File: src/rtl/shift_reg_univ_if.sv
// Command/data bundle for shift_reg_univ_seq.
//   slave  : the shift register (accepts commands, drives q/status)
//   master : the command issuer (drives commands, serial inputs, par_in)
//   cmd_valid/cmd_ready/cmd_op/cmd_cnt : command handshake and payload
//   par_in, sin_l, sin_r              : parallel and serial data inputs
//   q, sout_msb, sout_lsb             : register contents and serial taps
//   busy, done, err                   : status
interface shift_reg_univ_if #(
  parameter int unsigned WIDTH = 8,
  parameter int unsigned CNT_W = 4
);
  logic             cmd_valid;
  logic             cmd_ready;
  logic [2:0]       cmd_op;
  logic [CNT_W-1:0] cmd_cnt;
  logic [WIDTH-1:0] par_in;
  logic             sin_l;
  logic             sin_r;
  logic [WIDTH-1:0] q;
  logic             sout_msb;
  logic             sout_lsb;
  logic             busy;
  logic             done;
  logic             err;

  modport slave (
    input  cmd_valid, cmd_op, cmd_cnt, par_in, sin_l, sin_r,
    output cmd_ready, q, sout_msb, sout_lsb, busy, done, err
  );

  modport master (
    output cmd_valid, cmd_op, cmd_cnt, par_in, sin_l, sin_r,
    input  cmd_ready, q, sout_msb, sout_lsb, busy, done, err
  );
endinterface

File: src/rtl/shift_reg_univ_seq.sv
// Universal shift register with command sequencer: parallel load, logical
// shift left/right and rotate left/right by a programmable step count, one
// single-bit step per clock.
//   clk   : rising-edge clock
//   rst_n : synchronous active-low reset
//   bus   : shift_reg_univ_if slave modport (commands, data, status)
module shift_reg_univ_seq #(
  parameter int unsigned WIDTH = 8,
  parameter int unsigned CNT_W = 4
) (
  input logic             clk,
  input logic             rst_n,
  shift_reg_univ_if.slave bus
);

  localparam logic [2:0] OP_HOLD = 3'd0;
  localparam logic [2:0] OP_LOAD = 3'd1;
  localparam logic [2:0] OP_SHL  = 3'd2;
  localparam logic [2:0] OP_SHR  = 3'd3;
  localparam logic [2:0] OP_ROL  = 3'd4;
  localparam logic [2:0] OP_ROR  = 3'd5;

  typedef enum logic {IDLE, RUN} state_e;

  state_e           state_q, state_d;
  logic [WIDTH-1:0] q_q, q_d;
  logic [CNT_W-1:0] rem_q, rem_d;
  logic [2:0]       op_q, op_d;
  logic             busy_q, busy_d;
  logic             done_q, done_d;
  logic             err_q, err_d;

  // One single-bit step of a shift/rotate op; other opcodes leave v unchanged.
  function automatic logic [WIDTH-1:0] do_step(input logic [2:0] op,
                                               input logic [WIDTH-1:0] v,
                                               input logic sl, input logic sr);
    logic [WIDTH-1:0] r;
    r = v;
    case (op)
      OP_SHL:  r = {v[WIDTH-2:0], sl};
      OP_SHR:  r = {sr, v[WIDTH-1:1]};
      OP_ROL:  r = {v[WIDTH-2:0], v[WIDTH-1]};
      OP_ROR:  r = {v[0], v[WIDTH-1:1]};
      default: r = v;
    endcase
    return r;
  endfunction

  // State and datapath registers.
  always_ff @(posedge clk) begin
    if (!rst_n) begin
      state_q <= IDLE;
      q_q     <= '0;
      rem_q   <= '0;
      op_q    <= OP_HOLD;
      busy_q  <= 1'b0;
      done_q  <= 1'b0;
      err_q   <= 1'b0;
    end else begin
      state_q <= state_d;
      q_q     <= q_d;
      rem_q   <= rem_d;
      op_q    <= op_d;
      busy_q  <= busy_d;
      done_q  <= done_d;
      err_q   <= err_d;
    end
  end

  // Next-state logic: the first step runs on the acceptance edge, so RUN only
  // covers the remaining cnt-1 steps.
  always_comb begin
    state_d = state_q;
    q_d     = q_q;
    rem_d   = rem_q;
    op_d    = op_q;
    busy_d  = busy_q;
    done_d  = 1'b0;
    err_d   = 1'b0;
    case (state_q)
      IDLE: begin
        if (bus.cmd_valid) begin
          case (bus.cmd_op)
            OP_HOLD: done_d = 1'b1;
            OP_LOAD: begin
              q_d    = bus.par_in;
              done_d = 1'b1;
            end
            OP_SHL, OP_SHR, OP_ROL, OP_ROR: begin
              if (bus.cmd_cnt == '0) begin
                done_d = 1'b1;
              end else begin
                q_d = do_step(bus.cmd_op, q_q, bus.sin_l, bus.sin_r);
                if (bus.cmd_cnt == CNT_W'(1)) begin
                  done_d = 1'b1;
                end else begin
                  rem_d   = bus.cmd_cnt - CNT_W'(1);
                  op_d    = bus.cmd_op;
                  busy_d  = 1'b1;
                  state_d = RUN;
                end
              end
            end
            default: err_d = 1'b1;
          endcase
        end
      end
      RUN: begin
        q_d = do_step(op_q, q_q, bus.sin_l, bus.sin_r);
        if (rem_q == CNT_W'(1)) begin
          rem_d   = '0;
          done_d  = 1'b1;
          busy_d  = 1'b0;
          state_d = IDLE;
        end else begin
          rem_d = rem_q - CNT_W'(1);
        end
      end
      default: state_d = IDLE;
    endcase
  end

  assign bus.q         = q_q;
  assign bus.sout_msb  = q_q[WIDTH-1];
  assign bus.sout_lsb  = q_q[0];
  assign bus.busy      = busy_q;
  assign bus.cmd_ready = ~busy_q;
  assign bus.done      = done_q;
  assign bus.err       = err_q;

endmodule

File: src/flat_wrapper.sv
// flat-port wrapper written by rule: the top's interface ports become plain ports
module shift_reg_univ_seq_flat 
#(
  parameter int unsigned WIDTH = 8,
  parameter int unsigned CNT_W = 4
)
  (clk, rst_n, bus_cmd_valid, bus_cmd_op, bus_cmd_cnt, bus_par_in, bus_sin_l, bus_sin_r, bus_cmd_ready, bus_q, bus_sout_msb, bus_sout_lsb, bus_busy, bus_done, bus_err);
  shift_reg_univ_if #(.WIDTH(WIDTH), .CNT_W(CNT_W)) bus_i ();
  input logic clk;
  input logic rst_n;
  input wire logic [$bits(bus_i.cmd_valid)-1:0] bus_cmd_valid;
  input wire logic [$bits(bus_i.cmd_op)-1:0] bus_cmd_op;
  input wire logic [$bits(bus_i.cmd_cnt)-1:0] bus_cmd_cnt;
  input wire logic [$bits(bus_i.par_in)-1:0] bus_par_in;
  input wire logic [$bits(bus_i.sin_l)-1:0] bus_sin_l;
  input wire logic [$bits(bus_i.sin_r)-1:0] bus_sin_r;
  output wire logic [$bits(bus_i.cmd_ready)-1:0] bus_cmd_ready;
  output wire logic [$bits(bus_i.q)-1:0] bus_q;
  output wire logic [$bits(bus_i.sout_msb)-1:0] bus_sout_msb;
  output wire logic [$bits(bus_i.sout_lsb)-1:0] bus_sout_lsb;
  output wire logic [$bits(bus_i.busy)-1:0] bus_busy;
  output wire logic [$bits(bus_i.done)-1:0] bus_done;
  output wire logic [$bits(bus_i.err)-1:0] bus_err;
  assign bus_i.cmd_valid = bus_cmd_valid;
  assign bus_i.cmd_op = bus_cmd_op;
  assign bus_i.cmd_cnt = bus_cmd_cnt;
  assign bus_i.par_in = bus_par_in;
  assign bus_i.sin_l = bus_sin_l;
  assign bus_i.sin_r = bus_sin_r;
  assign bus_cmd_ready = bus_i.cmd_ready;
  assign bus_q = bus_i.q;
  assign bus_sout_msb = bus_i.sout_msb;
  assign bus_sout_lsb = bus_i.sout_lsb;
  assign bus_busy = bus_i.busy;
  assign bus_done = bus_i.done;
  assign bus_err = bus_i.err;
  shift_reg_univ_seq #(.WIDTH(WIDTH), .CNT_W(CNT_W)) u_core (.clk(clk), .rst_n(rst_n), .bus(bus_i));
endmodule
File: config.mk
export PLATFORM = sky130hd
export DESIGN_NAME = shift_reg_univ_seq_flat
export DESIGN_NICKNAME = d
export VERILOG_FILES = /design/src/rtl/shift_reg_univ_if.sv /design/src/rtl/shift_reg_univ_seq.sv /design/src/flat_wrapper.sv
export SDC_FILE = /design/constraint.sdc
export NUM_CORES = 1
export LEC_CHECK = 0
export BUFFER_PORTS_ARGS = -buffer_cell sky130_fd_sc_hd__clkbuf_2
export CAP_MARGIN = 15
export CORE_MARGIN = 4
export CORE_UTILIZATION = 52
export CTS_BUF_LIST = sky130_fd_sc_hd__clkbuf_16
export DETAILED_ROUTE_END_ITERATION = 7
export PLACE_DENSITY = 0.78
export SETUP_SLACK_MARGIN = 0.4
export SKIP_CTS_REPAIR_TIMING = 1
export SLEW_MARGIN = 20
export SYNTH_ARGS = -nofsm -noshare
export SYNTH_HDL_FRONTEND = slang
export SYNTH_SLANG_ARGS = --single-unit
export TNS_END_PERCENT = 1
File: constraint.sdc
create_clock -name clk -period 2 [get_ports clk]
set_input_delay 0.2 -clock clk [delete_from_list [all_inputs] [get_ports clk]]
set_output_delay 0.2 -clock clk [all_outputs]
set_load 0.005 [all_outputs]
* After elaboration in Yosys (flattened, before gate mapping)
Cells that the tools add are included.
** Operators by class
- Mux-type cells :: 31
- Equal/unequal tests :: 20
- Reductions and logical operators :: 10
- Bitwise logic cells :: 6
- Add/subtract/negate cells :: 2
** Operators with widths (count)
- 8-bit case mux with 4 select lines :: 2
- 8-bit case mux with 2 select lines :: 2
- 4-bit two-way mux :: 5
- 8-bit two-way mux :: 2
- 1-bit two-way mux :: 15
- 5-bit AND reduction :: 3
- 3-bit by 2-bit equality test with 1-bit output, second input constant :: 4
- 3-bit equality test, second input constant :: 4
- 2-bit != test, second input constant :: 5
- 4-bit by 1-bit equality test with 1-bit output, second input constant :: 2
- 1-bit case mux with 2 select lines :: 4
- 4-bit case mux with 2 select lines :: 1
- 4-bit by 1-bit subtractor with 4-bit output, second input constant :: 2
- 3-bit != test, second input constant :: 2
- 6-bit != test, second input constant :: 1
- 1-bit NOT :: 6
- 6-bit OR reduction :: 1
- 5-bit != test, second input constant :: 1
- 4-bit zero test :: 1
- 4-bit AND reduction :: 1
- 4-bit OR reduction :: 1
- 3-bit by 1-bit equality test with 1-bit output, second input constant :: 1
- 3-bit zero test :: 1
- 3-bit OR reduction :: 1
- 2-bit OR reduction :: 1
** Word-level totals
- Bits of input ports :: 20
- Register bits after elaboration :: 19
- Word-level logic and storage cells :: 76

* Longest topological paths before layout
- Depth after elaboration :: 6
- Gate-level depth with buffers :: 8
- Depth with buffers taken out :: 7

* Worst setup path before layout
OpenSTA, ideal clock, no wires.
- Path type :: input port to flip-flop
- From :: input port bus_cmd_cnt[0]
- To :: register u_core.q_q[6], in the netlist u_core.bus.q[6]
- Setup slack :: 258 ps
- Stages :: 8
- Data arrival time :: 1625 ps
- Library setup time :: 117 ps
- Cell sequence :: inv_1 ha_1 or3b_1 a221oi_2 a21oi_2 and2_1 buf_6 a22o_1
** Between the ends
- Word-level cells in the longest chain between the ends :: 3
** Ends and longest elaborated chain
- start: declaration :: RTL line flat_wrapper.sv:13 : input wire logic [$bits(bus_i.cmd_cnt)-1:0] bus_cmd_cnt;
- 4-bit zero test :: RTL line shift_reg_univ_seq.sv:90 : if (bus.cmd_cnt == '0) begin
- 3-bit != test (no source line)
- 5-bit AND reduction (no source line)
- end signal: assignment :: RTL line shift_reg_univ_seq.sv:61 : q_q <= q_d;
- end: declaration :: RTL line shift_reg_univ_seq.sv:26 : logic [WIDTH-1:0] q_q, q_d;
Every way passes these cells.
A chain may end at the register's enable or synchronous reset.

* Worst setup path after layout
- From :: input port bus_cmd_cnt[1]
- To :: register u_core.q_q[6], in the netlist u_core.bus.q[6]
Same word-level chain as after synthesis.

==> results.py <==
metrics = {
    "placed_design": {
        "post-dp-hpwl_um": 2620,
        "gp_congestion": 0.874,
        "portBuffers": 33,
        "placed_cells": 225,
    },
    "sta": {
        "fin_crit_ps": 1560,
        "slew_headroom": 0.587,
        "finalMaxSlewViolations": 0,
        "finalCritPeriodShare": 0.782,
        "hold_violations": 0,
        "tns_ps": 0,
        "tightest_slew_ps": 616,
        "fin_skew_ps": 1.07,
        "rsz0062_at_grt": "no",
        "max_freq_mhz": 640,
        "finalSetupViolCount": 0,
        "timing.hold.ws_ps": 284,
    },
    "final_layout": {
        "fillCellCount": 197,
        "final_cell_mix": "clkbuf_2, nor2_1, dfxtp_1",
        "syn_to_final_growth_pct": 26.4,
        "drive_gt1_frac": 0.300,
        "final_nets": 229,
        "final_common_cell": "clkbuf_2",
        "fin_cells": 233,
        "multi_input_area_um2": 918,
        "n_antenna_cell": 0,
        "seq_area_um2": 385,
    },
    "clock_tree": {
        "root_buffer": "clkbuf_16",
        "clock_latency_ps": 250,
        "h-tree-depth": 1,
        "clk_path_buf_depth": 2,
        "cts_tree": "yes",
        "clock_sinks": 19,
        "clk_pin_slew_ps": 50,
        "numCtsBuffers": 3,
    },
    "logic_synthesis": {
        "synth_adder_area_share": 0.0534,
        "synth_mux_area_frac": 0.0958,
        "synth_warnings": 0,
        "synth.net_count": 194,
        "synth_top_flop_cell": "dfxtp_1",
        "synthesis.instances": 169,
        "seq_area_frac_synth": 0.280,
        "synth_edf_count": 0,
        "syn_avg_cell_area_um2": 8.04,
        "ys_ff_latch": 19,
        "yosys.area_share.simple": 0.160,
        "synth_area_um2": 1360,
        "yosys.area_share.xor_xnor": 0.0322,
        "synth_top_family_by_area": "compound AO/OA/AOI/OAI gates",
        "async_reset_ff_frac": 0,
        "ys_types": 43,
        "synth_compound_area_frac": 0.296,
    },
    "floorplan": {
        "io_pins": 34,
        "num_rows": 18,
        "die_y_um": 59.1,
        "die_area_um2": 3500,
        "initial_core_util": 0.548,
        "die_w_um": 59.1,
        "fp.coreArea_um2": 2480,
    },
    "run": {
        "max_cap_viol_count": 0,
    },
    "worst_hold_path": {
        "hold-path-endpoint": "u_core.bus.q[7]$_SDFFE_PN0P_",
        "hold_depth": 3,
        "worstHoldStart": "bus_par_in[7]",
        "hold_path.class": "primary input to flop",
    },
    "worst_setup_path": {
        "worst_r2r_path_depth": 5,
        "path_buf_inv": 2,
        "crit_path_start": "bus_cmd_cnt[1]",
        "critPathKind": "primary input to flop",
        "crit_chain": "buf_4 -> clkinv_4 -> ha_4 -> or3b_4 -> a221oi_4 -> a21oi_4 -> and2b_2 -> a22o_1",
        "crit_slowest_cell": "or3b_4",
        "reg2reg_to": "u_core.bus.q[4]$_SDFFE_PN0P_",
        "end_kind": "flop",
        "crit_path_max_fanout": 6,
        "start_kind": "primary input",
        "timing.rr.start": "u_core.op_q[2]$_SDFFE_PN0P_",
        "slowest_delay_ps": 390,
        "critical_path_required_ps": 2190,
        "arrival_ps": 1760,
        "rrSetupSlack_ps": 450,
        "path_delay_family": "simple AND/OR/NAND/NOR gates",
    },
    "detailed_routing": {
        "drt_first_pass_iters": 4,
        "vias": 1419,
        "drt_iter0_markers": 98,
        "drt.antenna.violating_nets": 0,
        "drt_wl_total_um": 3750,
        "viasPerCell": 6.09,
        "drc": 0,
        "wl_per_cell_um": 16.1,
    },
    "grt": {
        "grt_pass1_wl_um": 5890,
        "grtUsageMet1": 0.271,
        "met3_usage": 0.0414,
        "use_met2": 0.363,
        "grt_usage": 0.220,
        "grt_pass1_vias": 1328,
        "grt_overflow": 0,
        "grt_start_max_net_pins": 17,
        "antenna_found_initial": 0,
        "grt_most_used_layer": "met2",
    },
    "power_and_ir_drop": {
        "cellPowerDensity_nw_per_um2": 704,
        "p_leak_nw": 0.774,
        "power_mw": 1.21,
        "ir_worst_vdd_mv": 0.492,
    },
    "outcome": {
        "status": "finished, final reports clean",
    },
}
==> Yosys cell counts (3+ instances only) <==
library cell / n / share of area
dfxtp_1: 19 / 0.28
nor2_1: 18 / 0.050
mux2i_1: 13 / 0.096
a21oi_1: 12 / 0.044
o21ai_0: 12 / 0.044
inv_1: 11 / 0.030
nand2_1: 10 / 0.028
a211oi_1: 6 / 0.033
a22o_1: 6 / 0.039
clkbuf_1: 5 / 0.014
ha_1: 5 / 0.046
a31oi_1: 3 / 0.014
buf_2: 3 / 0.011
buf_4: 3 / 0.017
nor2b_1: 3 / 0.014
o22ai_1: 3 / 0.014
xor2_1: 3 / 0.019
==> metrics by stage <==
stage               setup WS (ps)  instance area, um^2  utilization
finish                        437                 1720        0.693
global route                  397                 1720        0.693
floorplan                     388                 1380            -
detailed placement            131                 1560        0.628
CTS                           243                 1630        0.660
global placement              170                 1560        0.628
==> sequential cells by signal, indices dropped and copies added, names as in the netlist <==
register	cells
u_core.op_q	3
u_core.bus.err	1
u_core.rem_q	4
u_core.bus.done	1
u_core.bus.busy	1
u_core.bus.q	8
u_core.state_q	1
==> how the worst max path moves through the flow <==
stage                                   end  slack, ps  cells past startpoint
6_report       u_core.bus.q[6]$_SDFFE_PN0P_        440                      8
3_3_place_gp   u_core.bus.q[5]$_SDFFE_PN0P_        170                      8
3_5_place_dp   u_core.bus.q[2]$_SDFFE_PN0P_        130                      8
4_1_cts        u_core.bus.q[4]$_SDFFE_PN0P_        240                      5
2_1_floorplan  u_core.bus.q[6]$_SDFFE_PN0P_        390                      8
5_1_grt        u_core.bus.q[3]$_SDFFE_PN0P_        400                      5
==> worst register-to-register path, delay by kind of cell, from the launching register on <==
kind             cells  cell delay (ps)
AO/OA/AOI/OAI        2              440
flip-flops           1              400
AND/OR/NAND/NOR      2              410
XOR/XNOR             1              190
==> per-layer routing <==
layer | up-vias | routed length (um) | share of wire
li1 | 676 | - | -
met1 | 667 | 1550 | 0.41
met2 | 67 | 1840 | 0.49
met3 | 9 | 270 | 0.072
met4 | 0 | 95 | 0.025
met5 | - | 0 | 0
==> final cells by class <==
cell class                      count  area share
Tap cell                           30      0.0218
Inverter                           11      0.0284
Multi-Input combinational cell    126       0.535
Clock buffer                        3      0.0437
Timing Repair Buffer               43       0.145
Sequential cell                    19       0.224
Clock inverter                      1     0.00218
==> report_power, final <==
part	switching, mW	internal (mW)
logic	0.174	0.158
clock network	0.150	0.266
registers	0.0486	0.413
total	0.373	0.837
==> logic make-up (layout without fill, tap and decap cells) <==
group / after synthesis / after routing
xor gates and xnor gates: 5 / 5
DFF: 19 / 19
buffers and inverters: 24 / 58
muxes: 13 / 13
AOI/OAI and AO/OA: 57 / 57
adders and majority gates: 6 / 6
and+or+nand+nor: 45 / 45
Power figures use the tool's default switching activity.
